`config.mk`:
```
export PLATFORM = sky130hd
export DESIGN_NAME = tone_gen_flat
export DESIGN_NICKNAME = d
export VERILOG_FILES = /design/src/rtl/tone_if.sv /design/src/rtl/tone_gen.sv /design/src/flat_wrapper.sv
export SDC_FILE = /design/constraint.sdc
export NUM_CORES = 1
export LEC_CHECK = 0
export ABC_AREA = 1
export BUFFER_PORTS_ARGS = -buffer_cell sky130_fd_sc_hd__buf_2
export CORE_UTILIZATION = 69
export CTS_CLUSTER_DIAMETER = 100
export CTS_CLUSTER_SIZE = 20
export DETAILED_ROUTE_END_ITERATION = 6
export GPL_TIMING_DRIVEN = 0
export PLACE_DENSITY = 0.93
export SYNTH_ARGS = -nofsm -noshare
export SYNTH_HDL_FRONTEND = slang
export SYNTH_SLANG_ARGS = --single-unit
```
`constraint.sdc`:
```
create_clock -name clk -period 6.21 [get_ports clk]
set_clock_uncertainty 0.05 [all_clocks]
set_input_delay 1.242 -clock clk [delete_from_list [all_inputs] [get_ports clk]]
set_output_delay 1.242 -clock clk [all_outputs]
set_load 0.005 [all_outputs]
```
`src/rtl/tone_if.sv`:
```
// Note interface between the melody sequencer (master) and the tone generator (slave).
interface tone_if;
  logic [2:0] mode;
  logic [1:0] HL;
  logic       buzz;
  logic       busy;
  logic       note_ack;

  modport master (output mode, HL, input buzz, busy, note_ack);
  modport slave  (input mode, HL, output buzz, busy, note_ack);
endinterface

```
`src/rtl/tone_gen.sv`:
```
// Square-wave buzzer driver: (mode, HL) selects a half-period. A new note is
// adopted only at the end of a full period.
module tone_gen #(
  parameter int unsigned CLK_HZ = 4000000,
  parameter int unsigned CNT_W  = 16
) (
  input  logic   clk,
  input  logic   rst,
  tone_if.slave  bus
);

  typedef enum logic [1:0] {IDLE, HIGH, LOW} state_t;

  localparam logic [CNT_W-1:0] ONE = CNT_W'(1);

  state_t           state, state_nxt;
  logic [CNT_W-1:0] cnt, cnt_nxt;
  logic [2:0]       cur_mode, cur_mode_nxt;
  logic [1:0]       cur_hl, cur_hl_nxt;
  logic             ack, ack_nxt;
  logic [CNT_W-1:0] half_tab [32];
  logic [CNT_W-1:0] half_in, half_cur;

  // Half-period for table index {mode, HL}; evaluated only at elaboration.
  function automatic int unsigned half_calc(int unsigned idx);
    int unsigned f;
    int unsigned base;
    case (idx >> 2)
      1:       f = 262;
      2:       f = 294;
      3:       f = 330;
      4:       f = 349;
      5:       f = 392;
      6:       f = 440;
      7:       f = 494;
      default: f = 0;
    endcase
    if (f == 0) return 0;
    base = CLK_HZ / (2 * f);
    case (idx & 3)
      0:       return base * 2;
      1:       return base;
      default: return base >> 1;
    endcase
  endfunction

  for (genvar i = 0; i < 32; i++) begin : g_half
    localparam int unsigned H = half_calc(i);
    assign half_tab[i] = CNT_W'(H);
  end

  assign half_in  = half_tab[{bus.mode, bus.HL}];
  assign half_cur = half_tab[{cur_mode, cur_hl}];

  always_ff @(posedge clk or posedge rst) begin
    if (rst) begin
      state    <= IDLE;
      cnt      <= '0;
      cur_mode <= '0;
      cur_hl   <= 2'b01;
      ack      <= 1'b0;
    end else begin
      state    <= state_nxt;
      cnt      <= cnt_nxt;
      cur_mode <= cur_mode_nxt;
      cur_hl   <= cur_hl_nxt;
      ack      <= ack_nxt;
    end
  end

  always_comb begin
    state_nxt    = state;
    cnt_nxt      = cnt;
    cur_mode_nxt = cur_mode;
    cur_hl_nxt   = cur_hl;
    ack_nxt      = 1'b0;
    case (state)
      IDLE: begin
        cur_hl_nxt = bus.HL;
        if (bus.mode != '0) begin
          cur_mode_nxt = bus.mode;
          cnt_nxt      = half_in - ONE;
          ack_nxt      = 1'b1;
          state_nxt    = HIGH;
        end
      end
      HIGH: begin
        if (cnt == '0) begin
          cnt_nxt   = half_cur - ONE;
          state_nxt = LOW;
        end else begin
          cnt_nxt = cnt - ONE;
        end
      end
      LOW: begin
        if (cnt != '0) begin
          cnt_nxt = cnt - ONE;
        end else if ({bus.mode, bus.HL} == {cur_mode, cur_hl}) begin
          cnt_nxt   = half_cur - ONE;
          state_nxt = HIGH;
        end else begin
          // Full-period boundary with a different pair: adopt it (rest ends play).
          cur_mode_nxt = bus.mode;
          cur_hl_nxt   = bus.HL;
          ack_nxt      = 1'b1;
          if (bus.mode != '0) begin
            cnt_nxt   = half_in - ONE;
            state_nxt = HIGH;
          end else begin
            cnt_nxt   = '0;
            state_nxt = IDLE;
          end
        end
      end
      default: begin
        state_nxt    = IDLE;
        cnt_nxt      = '0;
        cur_mode_nxt = '0;
      end
    endcase
  end

  always_comb begin
    bus.buzz     = (state == HIGH);
    bus.busy     = (state != IDLE);
    bus.note_ack = ack;
  end

endmodule

```
`src/flat_wrapper.sv`:
```
// flat-port wrapper written by rule: the top's interface ports become plain ports
module tone_gen_flat 
#(
  parameter int unsigned CLK_HZ = 4000000,
  parameter int unsigned CNT_W  = 16
)
  (clk, rst, bus_mode, bus_HL, bus_buzz, bus_busy, bus_note_ack);
  tone_if bus_i ();
  input  logic clk;
  input  logic rst;
  input wire logic [$bits(bus_i.mode)-1:0] bus_mode;
  input wire logic [$bits(bus_i.HL)-1:0] bus_HL;
  output wire logic [$bits(bus_i.buzz)-1:0] bus_buzz;
  output wire logic [$bits(bus_i.busy)-1:0] bus_busy;
  output wire logic [$bits(bus_i.note_ack)-1:0] bus_note_ack;
  assign bus_i.mode = bus_mode;
  assign bus_i.HL = bus_HL;
  assign bus_buzz = bus_i.buzz;
  assign bus_busy = bus_i.busy;
  assign bus_note_ack = bus_i.note_ack;
  tone_gen #(.CLK_HZ(CLK_HZ), .CNT_W(CNT_W)) u_core (.clk(clk), .rst(rst), .bus(bus_i));
endmodule
```
## Yosys cells after proc, flatten, opt, wreduce, memory -nomap -nowiden

Memory sizes are Yosys's and may differ from the RTL's.
Index checks and enable logic that the tools add are counted.

- Memory bits (read-only): 1024
- Bits in registers: 24
- Memories: 2
- Word-level logic and storage cells: 58
- Bits of input ports: 7

Memory list:

| name | depth | width | rd ports | clocked after Yosys merged registers in | write ports | line | text |
|---|---|---|---|---|---|---|---|
| (no name shown) | 32 | 16 | 1 | 0 | 0 | tone_gen.sv:53 | `assign half_cur = half_tab[{cur_mode, cur_hl}];` |
| (no name shown) | 32 | 16 | 1 | 0 | 0 | tone_gen.sv:52 | `assign half_in = half_tab[{bus.mode, bus.HL}];` |

- Magnitude comparators: 2
- Bitwise operators: 3
- Eq/ne operators: 7
- Add/sub/neg operators: 3
- Reductions and logical operators: 9
- Muxes and demuxes: 27

Operators with widths:

| cell | number |
|---|---|
| $mux 16 | 9 |
| $pmux 16 s3 | 1 |
| $sub 16x1->16 const B | 3 |
| $logic_not 16->1 | 1 |
| $reduce_bool 16->1 | 1 |
| $ge 6x6->1 const B | 2 |
| $mux 2 | 6 |
| $not 5->6 | 2 |
| $mux 3 | 3 |
| $pmux 3 s3 | 1 |
| $pmux 2 s3 | 1 |
| $reduce_and 3->1 | 2 |
| $eq 5x5->1 | 1 |
| $mux 1 | 4 |
| $ne 2x1->1 const B | 2 |
| $ne 2x2->1 const B | 2 |
| $pmux 2 s2 | 1 |
| $reduce_and 4->1 | 1 |
| $reduce_bool 2->1 | 2 |
| $reduce_bool 3->1 | 1 |
| $eq 2x1->1 const B | 1 |
| $eq 2x2->1 const B | 1 |
| $logic_not 2->1 | 1 |
| $pmux 1 s2 | 1 |
| $not 1->1 | 1 |

## Longest topological paths before layout

- Depth in word-level cells: 9
- Depth in mapped cells: 20

## Least setup slack after synthesis

No wires, ideal clock.

- Path type: input-to-reg
- Start: input port bus_mode[0]
- End: register u_core.cnt[10]
- Path buffers: 1
- Data arrival time: 2.828 ns
- Path slack: 3.216 ns
- Cell stages on the path: 20
- Required time: 6.043 ns
- Path through: buf_2 inv_2 nor2_1 nor2_1 nand2_1 o21ai_1 nand2_1 nand2_1 inv_1 ha_1 nand3_2 inv_2 nand3_1 nand2_1 nand2_1 nand3_1 nand2_1 nand2_1 nand2_1 nand2_1

- Longest elaborated chain between the ends: 9
- Elaborated cells on any way between the ends: 13
- Those cells by class: 1 x add/sub; 2 x eq/ne; 7 x mux; 1 x bitwise; 1 x reduce/logical; 1 x memory

Ends and longest elaborated chain:

| element | line | text |
|---|---|---|
| start: declaration | flat_wrapper.sv:11 | `input wire logic [$bits(bus_i.mode)-1:0] bus_mode;` |
| $not 5->6 (not written as such) | tone_gen.sv:52 |  |
| $mem_v2 32x16 | -- |  |
| $mux 16 (not written as such) (2 in series) | tone_gen.sv:52 |  |
| $sub 16x1->16 | tone_gen.sv:82, tone_gen.sv:107 |  |
| $mux 16 | tone_gen.sv:106 | `if (bus.mode != '0) begin` |
| $mux 16 | tone_gen.sv:98 | `end else if ({bus.mode, bus.HL} == {cur_mode, cur_hl}) begin` |
| $mux 16 | tone_gen.sv:96 | `if (cnt != '0) begin` |
| $pmux 16 s3 | tone_gen.sv:77 | `case (state)` |
| end signal: assignment | tone_gen.sv:64 | `cnt <= cnt_nxt;` |
| end: declaration | tone_gen.sv:17 | `logic [CNT_W-1:0] cnt, cnt_nxt;` |

Several ways; a longest one is shown, not always the timed one. The select of a mux whose other input is x is not followed.
A chain may end at the register's enable or synchronous reset.

## Final worst setup path

- Start: input port bus_mode[0]
- End: register u_core.cnt[12]

Same word-level chain as after synthesis.

==> flow_metrics.env <==
export IMPL_syn_area_um2=3230
export IMPL_switching_share_pct=56.0
export IMPL_worstHoldPathType="reg -> reg"
export IMPL_htreeDepth=1
export IMPL_path_cells="buf_2 -> buf_2 -> inv_2 -> nor2_1 -> nor2_1 -> nand2_1 -> o21ai_1 -> nand2_1 -> nand2_1 -> inv_1 -> ha_1 -> nand3_2 -> inv_2 -> nand3_1 -> and2_1 -> o21ai_1 -> nand2_1 -> o21ai_1"
export IMPL_cp_common_cell="nand2_1"
export IMPL_synth_distinct_cells=36
export IMPL_ys_ff_latch=24
export IMPL_place_gp_congestion=1.06
export IMPL_relSlewSlack_pct=39.3
export IMPL_grt_setup_unrepaired="no"
export IMPL_synthArstFlopShare_pct=100
export IMPL_p_seq_share_pct=18.2
export IMPL_cts_tree="built"
export IMPL_drive_gt1_share_pct=12.8
export IMPL_status="finished clean"
export IMPL_yosysSeqAreaShare_pct=18.6
export IMPL_place_area_um2=3340
export IMPL_period_share_pct=51.3
export IMPL_clock_latency_ns=0.27
export IMPL_fmax_ghz=0.314
export IMPL_ctsRootBufferMaster="clkbuf_8"
export IMPL_synth_edf_count=0
export IMPL_cts_buffers=3
export IMPL_antenna_found_initial=0
export IMPL_fin_hold_ws_ns=0.467
export IMPL_antennaDiodeCount=0
export IMPL_cts_setup_buffers=0
export IMPL_synthFlopType="dfrtp_1"
export IMPL_grt_total_usage_pct=38.7
export IMPL_cts_hold_buf=0
export IMPL_crit_required_ns=6.36
export IMPL_p_switching_uw=885
export IMPL_ir_worst_vdd_v=0.000240
export IMPL_nets=606
export IMPL_synth_nets=592
export IMPL_drt_first_pass_iters=6
export IMPL_critPathKind="in -> reg"
export IMPL_power_uw=1580
export IMPL_die_x_um=70.4
export IMPL_grt_first_pass_wirelength_um=15600
export IMPL_area_growth_pct=5.62
export IMPL_drc_errors=0
export IMPL_drtAntennaViolNets=0
export IMPL_hpwl_um=7140
export IMPL_setup_violations=0
export IMPL_p_int_uw=694
export IMPL_yosys_warnings=0
export IMPL_startpoint_type="input port"
export IMPL_die_y_um=70.4
export IMPL_gr_total_overflow=0
export IMPL_std_cell_rows=24
export IMPL_report_final_slew_viol_count=0
export IMPL_start_util_pct=73.2
export IMPL_grt_pass1_vias=3445
export IMPL_viasPerCell=5.95
export IMPL_port_buffers=9
export IMPL_cellLeakagePower_uw=0.00185
export IMPL_dr_total_vias=3802
export IMPL_worst_path_buf_inv=5
export IMPL_stdcell_area_um2=3410
export IMPL_crit_slowest_cell="buf_2"
export IMPL_report_final_hold_viol_count=0
export IMPL_dieArea_um2=4960
export IMPL_cts_sinks=24
export IMPL_powerDensity_nw_per_um2=463
export IMPL_num_io_pins=10
export IMPL_final_common_cell="nand2_1"
export IMPL_setup_tns_final_ns=0
export IMPL_core_area_um2=4410
export IMPL_most_common_layout_cells="215 x nand2_1, 58 x nand3_1, 50 x inv_1, 50 x nor2_1, 24 x o21ai_1"
export IMPL_p_clk_share_pct=8.8
export IMPL_ctsLongestPathBuffers=2
export IMPL_clk_pin_slew_ns=0.09
export IMPL_crit_family="simple AND/OR/NAND/NOR gates"
export IMPL_crit_arrival_ns=3.34
export IMPL_postSynthCellCount=574
export IMPL_post_route_util_pct=77.3
export IMPL_combPwrFrac_pct=73.0
export IMPL_wl_um=9240
export IMPL_syn_avg_cell_area_um2=5.63
export IMPL_wire_per_inst_um=14.5
export IMPL_path_max_fanout=11
export IMPL_slowest_delay_ns=0.21
export IMPL_worstMarginPinSlew_ns=0.910
export IMPL_drt_iter0_drc=492
export IMPL_cap_viol_max_count=0
export IMPL_grt_max_degree=25
export IMPL_min_period_ns=3.19
export IMPL_cts_resized=0
export IMPL_critPathCaptureType="flip-flop"
power groups by stage:
stage | Combinational, µW | Sequential, µW | Clock [µW]
2_1_floorplan | 887 | 273 | 0
3_3_place_gp | 1080 | 283 | 0
3_5_place_dp | 1110 | 288 | 0
4_1_cts | 1120 | 285 | 137
5_1_grt | 1290 | 294 | 143
6_report | 1150 | 288 | 138
area by class of cell:
class	count	area [µm²]
Multi-Input combinational cell	463	2260
Sequential cell	24	602
Inverter	67	256
Timing Repair Buffer	9	45.0
Clock buffer	3	41.3
Clock inverter	1	30.0
Buffer	20	111
Fill cell	384	1000
Tap cell	52	65.1
worst reg2reg max path: cells and delay by family, from the launching register on:
kind,cells,cell delay (ns)
adders and majority gates,2,0.43
DFF,1,0.40
and+or+nand+nor,15,1.31
buffers and inverters,3,0.45
kinds of logic (layout without fill, tap and decap cells):
logic type      count (synthesis)  in the layout  synth area share [%]
buf+inv                        87            100                  11.4
xor+xnor                       16             16                  4.34
compound gates                 79             79                  13.4
simple gates                  357            357                  47.9
flops                          24             24                  18.6
fa+ha+maj                      11             11                  4.26
flip-flops by register name (all words and copies together), names as in the netlist:
register and cells:
u_core.cnt 16, u_core.bus.note_ack 1, u_core.state 2, u_core.cur_mode 3, u_core.cur_hl 2
final timing paths:
kind / from / end / slack [ns] / depth (start not counted)
max: bus_mode[0] / u_core.cnt[12] / 3.02 / 18
min in group asynchronous: rst / u_core.cnt[14] / 1.10 / 2
min: u_core.state[1] / u_core.state[0] / 0.47 / 1
min reg2reg: u_core.state[1] / u_core.state[0] / 0.47 / 1
max reg2reg: u_core.cur_mode[0] / u_core.cnt[6] / 3.47 / 20
max in group asynchronous: rst / u_core.cur_mode[1] / 4.44 / 2
through the flow:
stage	setup WS (ns)	std cells
final	3.02	639
after global routing	2.80	639
after CTS	3.06	639
after detailed placement	2.79	635
after global placement	2.83	635
after floorplan	3.22	574
cells in the mapped netlist, drive strengths merged (2+ instances only):
cell      n  share of area [%]
ha       11                4.3
xor2     13                3.5
a22oi     2               0.46
buf      18                3.2
nand4     5                1.2
nor3      4               0.93
o21ai    39                6.0
xnor2     3               0.81
clkbuf    2               0.23
inv      67                7.9
o22ai     8                1.5
a21oi    23                3.7
nand3    61                9.9
nand3b    3               0.70
nor2     57                7.6
dfrtp    23                 18
o211ai    4               0.93
nand2   226                 27
layer usage:
metal  global-route usage, %  vias up  routed length [µm]
met4                    12.0        0                 218
met2                    63.5      200                4240
li1                        -     1861                   -
met1                    52.6     1716                3890
met5                       0        -                   0
met3                    4.91       25                 895
No activity file was read; power rests on OpenSTA's default activity.
